### src/rtl/dmem_access_unit.sv
// Data-memory access unit: aligns stores to byte lanes, runs the req/gnt/rvalid
// handshake with timeout, and extracts/extends load data.
module dmem_access_unit #(
    parameter int unsigned TIMEOUT_CYCLES = 255,
    parameter int unsigned CNT_W          = 8
) (
    input  logic        clk,
    input  logic        rst_n,
    input  logic        req_valid,
    input  logic [3:0]  req_we_mask,
    input  logic [2:0]  req_func3,
    input  logic [31:0] req_addr,
    input  logic [31:0] req_wdata,
    output logic        stall,
    output logic        rsp_valid,
    output logic [31:0] rsp_rdata,
    output logic        bus_err,
    output logic        misalign,
    output logic        mem_req,
    output logic        mem_we,
    output logic [31:0] mem_addr,
    output logic [3:0]  mem_wstrb,
    output logic [31:0] mem_wdata,
    input  logic        mem_gnt,
    input  logic        mem_rvalid,
    input  logic [31:0] mem_rdata
);

    typedef enum logic [1:0] {S_IDLE, S_REQ, S_WAIT, S_RESP} state_e;

    state_e           state_q, state_d;
    logic [CNT_W-1:0] cnt_q, cnt_d;
    logic [1:0]       off_q, off_d;
    logic [2:0]       f3_q, f3_d;
    logic             store_q, store_d;
    logic             mem_req_q, mem_req_d;
    logic             mem_we_q, mem_we_d;
    logic [31:0]      mem_addr_q, mem_addr_d;
    logic [3:0]       mem_wstrb_q, mem_wstrb_d;
    logic [31:0]      mem_wdata_q, mem_wdata_d;
    logic             rsp_valid_q, rsp_valid_d;
    logic [31:0]      rsp_rdata_q, rsp_rdata_d;
    logic             bus_err_q, bus_err_d;
    logic             misalign_q, misalign_d;

    logic        is_store;
    logic        acc_half;
    logic        acc_word;
    logic        misaligned;
    logic [31:0] lane_data;
    logic [31:0] load_data;
    logic        timeout_hit;

    assign is_store    = |req_we_mask;
    assign timeout_hit = (cnt_q == CNT_W'(TIMEOUT_CYCLES - 1));

    // Access size comes from the write mask for stores and from func3 for loads.
    always_comb begin
        if (is_store) begin
            acc_half = (req_we_mask == 4'b0011);
            acc_word = (req_we_mask != 4'b0001) && (req_we_mask != 4'b0011);
        end else begin
            acc_half = (req_func3[1:0] == 2'b01);
            acc_word = req_func3[1];
        end
        misaligned = (acc_half & req_addr[0]) | (acc_word & (|req_addr[1:0]));
    end

    always_comb begin
        lane_data = mem_rdata >> {off_q, 3'b000};
        case (f3_q)
            3'b000:  load_data = {{24{lane_data[7]}}, lane_data[7:0]};
            3'b001:  load_data = {{16{lane_data[15]}}, lane_data[15:0]};
            3'b100:  load_data = {24'h0, lane_data[7:0]};
            3'b101:  load_data = {16'h0, lane_data[15:0]};
            default: load_data = lane_data;
        endcase
    end

    always_comb begin
        state_d     = state_q;
        cnt_d       = cnt_q;
        off_d       = off_q;
        f3_d        = f3_q;
        store_d     = store_q;
        mem_req_d   = mem_req_q;
        mem_we_d    = mem_we_q;
        mem_addr_d  = mem_addr_q;
        mem_wstrb_d = mem_wstrb_q;
        mem_wdata_d = mem_wdata_q;
        rsp_valid_d = 1'b0;
        rsp_rdata_d = '0;
        bus_err_d   = 1'b0;
        misalign_d  = 1'b0;
        case (state_q)
            S_IDLE: begin
                cnt_d = '0;
                if (req_valid) begin
                    if (misaligned) begin
                        misalign_d = 1'b1;
                    end else begin
                        state_d     = S_REQ;
                        off_d       = req_addr[1:0];
                        f3_d        = req_func3;
                        store_d     = is_store;
                        mem_req_d   = 1'b1;
                        mem_we_d    = is_store;
                        mem_addr_d  = {req_addr[31:2], 2'b00};
                        mem_wstrb_d = is_store ? 4'(req_we_mask << req_addr[1:0]) : 4'b0000;
                        mem_wdata_d = is_store ? (req_wdata << {req_addr[1:0], 3'b000}) : '0;
                    end
                end
            end
            S_REQ: begin
                cnt_d = cnt_q + CNT_W'(1);
                // A completing handshake wins over a timeout landing in the same cycle.
                if (mem_gnt && (store_q || mem_rvalid)) begin
                    mem_req_d   = 1'b0;
                    state_d     = S_RESP;
                    rsp_valid_d = 1'b1;
                    rsp_rdata_d = store_q ? '0 : load_data;
                end else if (timeout_hit) begin
                    mem_req_d   = 1'b0;
                    state_d     = S_RESP;
                    rsp_valid_d = 1'b1;
                    bus_err_d   = 1'b1;
                end else if (mem_gnt) begin
                    mem_req_d = 1'b0;
                    state_d   = S_WAIT;
                end
            end
            S_WAIT: begin
                cnt_d = cnt_q + CNT_W'(1);
                if (mem_rvalid) begin
                    state_d     = S_RESP;
                    rsp_valid_d = 1'b1;
                    rsp_rdata_d = load_data;
                end else if (timeout_hit) begin
                    state_d     = S_RESP;
                    rsp_valid_d = 1'b1;
                    bus_err_d   = 1'b1;
                end
            end
            S_RESP: begin
                state_d = S_IDLE;
            end
            default: state_d = S_IDLE;
        endcase
    end

    always_ff @(posedge clk or negedge rst_n) begin
        if (!rst_n) begin
            state_q     <= S_IDLE;
            cnt_q       <= '0;
            off_q       <= '0;
            f3_q        <= '0;
            store_q     <= 1'b0;
            mem_req_q   <= 1'b0;
            mem_we_q    <= 1'b0;
            mem_addr_q  <= '0;
            mem_wstrb_q <= '0;
            mem_wdata_q <= '0;
            rsp_valid_q <= 1'b0;
            rsp_rdata_q <= '0;
            bus_err_q   <= 1'b0;
            misalign_q  <= 1'b0;
        end else begin
            state_q     <= state_d;
            cnt_q       <= cnt_d;
            off_q       <= off_d;
            f3_q        <= f3_d;
            store_q     <= store_d;
            mem_req_q   <= mem_req_d;
            mem_we_q    <= mem_we_d;
            mem_addr_q  <= mem_addr_d;
            mem_wstrb_q <= mem_wstrb_d;
            mem_wdata_q <= mem_wdata_d;
            rsp_valid_q <= rsp_valid_d;
            rsp_rdata_q <= rsp_rdata_d;
            bus_err_q   <= bus_err_d;
            misalign_q  <= misalign_d;
        end
    end

    assign stall     = ((state_q == S_IDLE) && req_valid && !misaligned) ||
                       (state_q == S_REQ) || (state_q == S_WAIT);
    assign rsp_valid = rsp_valid_q;
    assign rsp_rdata = rsp_rdata_q;
    assign bus_err   = bus_err_q;
    assign misalign  = misalign_q;
    assign mem_req   = mem_req_q;
    assign mem_we    = mem_we_q;
    assign mem_addr  = mem_addr_q;
    assign mem_wstrb = mem_wstrb_q;
    assign mem_wdata = mem_wdata_q;

endmodule

### config.mk
export PLATFORM = sky130hd
export DESIGN_NAME = dmem_access_unit
export DESIGN_NICKNAME = d
export VERILOG_FILES = /design/src/rtl/dmem_access_unit.sv
export SDC_FILE = /design/constraint.sdc
export NUM_CORES = 1
export LEC_CHECK = 0
export ABC_AREA = 1
export BUFFER_PORTS_ARGS = -buffer_cell sky130_fd_sc_hd__buf_2
export CAP_MARGIN = 20
export CORE_ASPECT_RATIO = 2
export CORE_MARGIN = 2
export CORE_UTILIZATION = 56
export CTS_BUF_LIST = sky130_fd_sc_hd__clkbuf_4 sky130_fd_sc_hd__clkbuf_8
export CTS_CLUSTER_DIAMETER = 60
export DETAILED_ROUTE_END_ITERATION = 10
export HOLD_SLACK_MARGIN = 0.15
export PLACE_DENSITY = 0.87
export SYNTH_ARGS = -nofsm -noshare
export SYNTH_HDL_FRONTEND = slang
export SYNTH_SLANG_ARGS = --single-unit
### constraint.sdc
create_clock -name clk -period 2.9 [get_ports clk]
set_input_delay 0.29 -clock clk [delete_from_list [all_inputs] [get_ports clk]]
set_output_delay 0.29 -clock clk [all_outputs]
set_load 0.1 [all_outputs]
==> run_results.csv, run 1 <==
group,metric,value,unit
clock_tree,ctsLongestPathBuffers,2,
clock_tree,htreeDepth,4,
synthesis,avgSynthCellArea,7.60,µm²
run_status,run_status,"completed",
worst_setup_path,critical_path_arrival,2.06,ns
sta,hold_violations,0,
sta,timing_worst_slew_pin_value,0.850,ns
sta,final_min_period,2.35,ns
global_routing,grt.overflow.total,0,
clock_tree,cts_sink_count,118,
placed_design,numPortBuffers,211,
sta,timing.final.crit_share,81.2,%
route,ant_nets,0,
route,detail_route.drc_violations,0,
synthesis,cell_types_occupying_the_most_area_after_synthesis,"dfrtp_1 (50%), nand2_1 (20%), o21ai_0 (5.1%), nand3_1 (4.1%), a21oi_1 (3.1%)",
route,via_per_inst,5.29,
placed_design,detailedPlacementHpwl,12200,µm
synthesis,synth_register_bits,118,
cells_and_area,mostFrequentLayoutCell,"nand2_1",
cells_and_area,n_fill_cell,814,
floorplan,die_y,150,µm
synthesis,netlist.top_cell.by_area,"dfrtp_1",
global_routing,grt_pass1_vias,5880,
worst_setup_path,r2r_setup_slack,0.82,ns
sta,final.setup.tns,0,ns
floorplan,floorplan.die.width,77.0,µm
sta,fmaxAchievable,0.425,GHz
clock_tree,cts-buffers-inserted,17,
global_routing,grt_max_degree,70,
synthesis,synthesis.instances,784,
floorplan,floorplan.die_area,0.0115,mm²
synthesis,synthesis.area,0.00596,mm²
route,drt_pass1_iterations,5,
worst_setup_path,required_time_reported_for_the_critical_path_endpoint,2.61,ns
floorplan,floorplan.initialDensity,57.3,%
clock_tree,cts_tree,"done",
worst_setup_path,endpoint_kind,"primary output",
synthesis,synth.lib_cells_used.distinct,35,
global_routing,track_usage,31.1,%
global_routing,grt_first_pass_wirelength,27700,µm
sta,drv_slew,0,
clock_tree,worstSkewPairLatency,0.44,ns
route,postRouteWirelength,17900,µm
floorplan,top_level_ports,214,
route,drt-wirelength-per-cell,15.3,µm
route,via_count,6179,
cells_and_area,most-common-layout-cells,"nand2_1 (321), buf_2 (209), dfrtp_1 (118), o21ai_0 (61), nand3_1 (49)",
placed_design,routabilityCongestion,0.885,
sta,setup-violations-final,0,
run,cap_viol_max_count,0,
worst_setup_path,critPathLaunchType,"register",
clock_tree,clk_transition_reported_paths,0.08,ns
cells_and_area,drive_above_1_share,27.3,%
synthesis,synthDominantCellAreaShare,49.5,%
synthesis,sequential_share_of_the_synthesized_area,49.5,%
worst_setup_path,critical_path.max_fanout,25,
min_path,hold_path_class,"in2reg",
floorplan,placement_rows,53,
sta,unrepaired_setup_endpoints_after_global_routing,"false",
route,iteration_0_drc_markers,375,
sta,timing.max_slew.rel_slack,43.2,%
floorplan,core-area,0.0104,mm²
cells_and_area,syn2layout_area_growth,31.5,%
worst_setup_path,worst-setup-path-type,"reg2out",
global_routing,antenna_found_initial,0,
cells_and_area,finalNetCount,1131,
clock_tree,cts_root_buf,"clkbuf_8",
sta,finClkSkew,0.0179,ns
synthesis,yosys_warnings,0,
clock_tree,cts.repair.resized,0,
-- worst paths after layout --
check,from,to,cells after the start
worst max register to register,state_q[0]$_DFFE_PN0P_,mem_addr[8]$_DFFE_PN0P_,8
worst min-delay path,req_wdata[6],mem_wdata[6]$_DFFE_PN0P_,3
max in group asynchronous,rst_n,mem_addr[21]$_DFFE_PN0P_,3
worst min register to register,mem_addr[16]$_DFFE_PN0P_,mem_addr[16]$_DFFE_PN0P_,2
worst max-delay path,state_q[0]$_DFFE_PN0P_,stall,8
min in group asynchronous,rst_n,mem_wdata[19]$_DFFE_PN0P_,2
-- metal layers --
metal / GRT usage, % / up-vias / part of all wire (%)
met5: 0 / - / 0
met4: 21.8 / 0 / 6.3
met3: 6.63 / 88 / 6.0
met2: 55.3 / 327 / 54
met1: 32.1 / 2804 / 34
li1: - / 2960 / -
-- cells by family (layout without fill, tap and decap cells) --
logic type,Yosys count,after routing,synth area share [%]
AO/OA/AOI/OAI,114,114,9.88
other,1,4,0.0629
flip-flops,118,118,49.5
XOR/XNOR,1,1,0.147
adder cells (fa/ha/maj),7,7,1.47
AND/OR/NAND/NOR,455,455,31.8
buffers and inverters,88,332,7.07
-- critical path, stage by stage (launching register included) --
cell     delay, ns
dfrtp_1       0.42
inv_1         0.11
ha_1          0.25
nand2_1       0.07
inv_1         0.07
nand3_4       0.09
buf_4         0.25
nand3_1       0.16
buf_12        0.20
-- through the flow --
stage	utilization, %	area (µm²)	cells	hold slack, ns	worst slack (ns)
final	75.3	7840	1168	0.169	0.547
after global routing	75.3	7840	1166	0.168	0.337
after CTS	75.3	7840	1166	0.150	0.523
after detailed placement	67.6	7040	1096	0.369	0.884
after global placement	67.6	7040	1096	0.361	0.916
after floorplan	-	5970	785	-0.00559	0.648
-- area by class of cell --
class	instances	area, µm²	share of cell area, %
clock buffer	18	241	3.08
clock inverter	14	175	2.23
timing repair buffer	259	1540	19.7
inverter	41	154	1.96
multi-input combinational	579	2600	33.1
tap	137	171	2.19
antenna	2	5.00	0.0638
sequential	118	2950	37.7
-- synthesized netlist by cell type (all sizes together) --
cell type	number
nand2	324
dfrtp	118
o21ai	72
nand3	52
nor2	52
inv	40
a21oi	39
buf	35
clkbuf	12
nand4	10
or2	8
ha	7
nor3	6
a21boi	1
clkinv	1
conb	1
nand3b	1
nor3b	1
nor4	1
o211ai	1
o21bai	1
xnor2	1
-- repair_timing --
action,4_1_cts,5_1_grt
buffers inserted,0,0
endpoints found under the hold margin,85,0
hold buffers,38,0
-- registers in the layout, indices dropped and copies added (netlist names) --
name / flops
mem_addr: 30
mem_we: 1
cnt_q: 8
f3_q: 3
rsp_rdata: 32
state_q: 2
mem_wdata: 32
mem_wstrb: 4
bus_err: 1
misalign: 1
mem_req: 1
off_q: 2
rsp_valid: 1
Power of run 1 is left out: the tool's default activity adds up to more than one toggle a clock period on the data nets, which glitch-free logic cannot reach.
==> inputs of run 2 (changes only) <==
--- a/config.mk
+++ b/config.mk
@@ -10,12 +10,12 @@
 export CAP_MARGIN = 20
 export CORE_ASPECT_RATIO = 2
 export CORE_MARGIN = 2
-export CORE_UTILIZATION = 56
+export CORE_UTILIZATION = 47
 export CTS_BUF_LIST = sky130_fd_sc_hd__clkbuf_4 sky130_fd_sc_hd__clkbuf_8
 export CTS_CLUSTER_DIAMETER = 60
 export DETAILED_ROUTE_END_ITERATION = 10
 export HOLD_SLACK_MARGIN = 0.15
-export PLACE_DENSITY = 0.87
+export PLACE_DENSITY = 0.77
 export SYNTH_ARGS = -nofsm -noshare
 export SYNTH_HDL_FRONTEND = slang
 export SYNTH_SLANG_ARGS = --single-unit
==> constraint.sdc (replaced) <==
create_clock -name clk -period 2.03 [get_ports clk]
set_input_delay 0.203 -clock clk [delete_from_list [all_inputs] [get_ports clk]]
set_output_delay 0.203 -clock clk [all_outputs]
set_load 0.1 [all_outputs]
==> run 2 against run 1 <==
Cell area increased by 5.4%. Sequential share of layout area decreased by 1.9 points. Register-to-register slack got worse by 0.70 ns.
==> run_results.csv, run 2 (synthesis gave the netlist of run 1 again) <==
group,metric,value,unit
sta,timing.final.crit_share,95.4,%
sta,final_min_period,1.94,ns
placed_design,detailedPlacementHpwl,12700,µm
worst_setup_path,worst-setup-path-type,"reg2out",
worst_setup_path,timing.critical_path.cells,"inv_2 -> ha_2 -> nand2_1 -> inv_2 -> nand3_4 -> nand3_4 -> buf_12",
floorplan,top_level_ports,214,
cells_and_area,final_cell_area,0.00826,mm²
clock_tree,worstSkewPairLatency,0.43,ns
clock_tree,cts_root_buf,"clkbuf_8",
worst_setup_path,critical_path_arrival,1.73,ns
min_path,hold_path_class,"in2reg",
sta,timing_worst_slew_pin_value,0.513,ns
cells_and_area,mostFrequentLayoutCell,"nand2_1",
global_routing,antenna_found_initial,0,
worst_setup_path,timing.critical_path.slowest_cell_delay,0.43,ns
sta,timing.max_slew.rel_slack,65.6,%
floorplan,floorplan.initialDensity,47.8,%
global_routing,grt_pass1_vias,6043,
worst_setup_path,endpoint_kind,"primary output",
run_status,run_status,"completed",
cells_and_area,most-common-layout-cells,"nand2_1 (321), buf_2 (209), dfrtp_1 (117), dlygate4sd3_1 (68), o21ai_0 (61)",
sta,drv_slew,0,
worst_setup_path,reg2regPathDepth,7,
clock_tree,htreeDepth,4,
worst_setup_path,worst-path-stages,7,
placed_design,place_area,0.00714,mm²
global_routing,grt.overflow.total,0,
cells_and_area,finalNetCount,1172,
sta,unrepaired_setup_endpoints_after_global_routing,"false",
route,iteration_0_drc_markers,353,
worst_setup_path,critical_path.max_fanout,5,
worst_setup_path,slowest_stage,"dfrtp_1",
route,via_count,6207,
worst_setup_path,critical_path_buf_inv_count,3,
route,detail_route.drc_violations,0,
cells_and_area,n_fill_cell,1050,
worst_setup_path,critical_path.top_delay_family,"flip-flops",
floorplan,floorplan.die_area,0.0137,mm²
worst_setup_path,launch_point_of_the_worst_reg_to_reg_path,"off_q[0]$_DFFE_PN0P_",
min_path,holdPathStages,5,
sta,fmaxAchievable,0.516,GHz
floorplan,core-area,0.0125,mm²
clock_tree,clk_transition_reported_paths,0.08,ns
route,via_per_inst,5.09,
sta,hold_violations,0,
sta,setup-violations-final,0,
min_path,min_delay_worst_endpoint,"rsp_rdata[5]$_DFF_PN0_",
floorplan,die_y,163,µm
cells_and_area,fin_util,66.2,%
route,ant_nets,0,
floorplan,floorplan.die.width,83.6,µm
worst_setup_path,r2r_setup_slack,0.12,ns
clock_tree,cts_tree,"done",
min_path,timing.hold.worst.start,"mem_rdata[13]",
global_routing,track_usage,26.6,%
cells_and_area,drive_above_1_share,27.8,%
sta,finClkSkew,0.0158,ns
cells_and_area,syn2layout_area_growth,38.6,%
placed_design,routabilityCongestion,0.861,
placed_design,numPortBuffers,211,
worst_setup_path,crit_start,"state_q[0]$_DFFE_PN0P_",
clock_tree,cts_sink_count,118,
cells_and_area,antenna-diode-count,0,
worst_setup_path,critPathLaunchType,"register",
route,postRouteWirelength,18400,µm
worst_setup_path,r2r-end,"rsp_rdata[6]$_DFF_PN0_",
sta,final.setup.tns,0,ns
run,cap_viol_max_count,0,
route,drt_pass1_iterations,5,
clock_tree,cts-buffers-inserted,17,
global_routing,grt_max_degree,64,
clock_tree,ctsLongestPathBuffers,2,
floorplan,placement_rows,58,
route,drt-wirelength-per-cell,15.1,µm
worst_setup_path,required_time_reported_for_the_critical_path_endpoint,1.83,ns
global_routing,grt_first_pass_wirelength,28700,µm
[run 2: changes by cell type in the layout (fill, tap and decap cells not counted), sizes merged]
cell	delta
dlygate4sd3	+30
buf	+11
bufinv	-2
clkinvlp	+2
diode	-2
inv	-2
clkbuf	+1
clkinv	+1
[run 2: how the worst max path moves through the flow]
stage,to,slack (ns)
2_1_floorplan,stall,0.18
3_3_place_gp,rsp_rdata[10]$_DFF_PN0_,0.28
3_5_place_dp,rsp_rdata[9]$_DFF_PN0_,0.19
4_1_cts,stall,0.009
5_1_grt,stall,0.005
6_report,stall,0.09
[run 2: metrics by stage]
| stage | cells | hold slack (ns) | setup WS (ns) |
|---|---|---|---|
| final | 1220 | 0.176 | 0.0936 |
| after global routing | 1220 | 0.185 | 0.00533 |
| after CTS | 1216 | 0.151 | 0.00921 |
| after floorplan | 785 | -0.0926 | 0.181 |
| after global placement | 1116 | 0.0790 | 0.276 |
| after detailed placement | 1116 | 0.0803 | 0.188 |
[run 2: cell type report]
| class | count | area [µm²] | area share, % |
|---|---|---|---|
| clock buffer | 19 | 262 | 3.17 |
| multi-input combinational | 579 | 2610 | 31.6 |
| clock inverter | 13 | 125 | 1.51 |
| tap | 150 | 188 | 2.27 |
| sequential | 118 | 2950 | 35.8 |
| inverter | 41 | 154 | 1.86 |
| timing repair buffer | 300 | 1960 | 23.8 |
[run 2: tightest hold or removal path, stage by stage]
cell	delay [ns]
buf_2	0.11
nand2_1	0.06
nand3_1	0.07
o21ai_0	0.09
nor2_1	0.05
[run 2: what timing repair did]
action	in CTS	in global routing
endpoints found under the setup margin	1	7
hold buffers	68	0
resized for setup	2	7
setup buffers	0	4
hold endpoints to repair	181	0
pin swaps	0	1
gates cloned	0	0
[run 2: layer usage]
metal	global-route usage [%]	up-vias	wire length, µm
li1	-	3038	-
met5	0	-	0
met3	5.20	64	980
met2	48.4	287	9930
met1	27.7	2818	6470
met4	16.3	0	986
Power of run 2 is left out for the same reason.
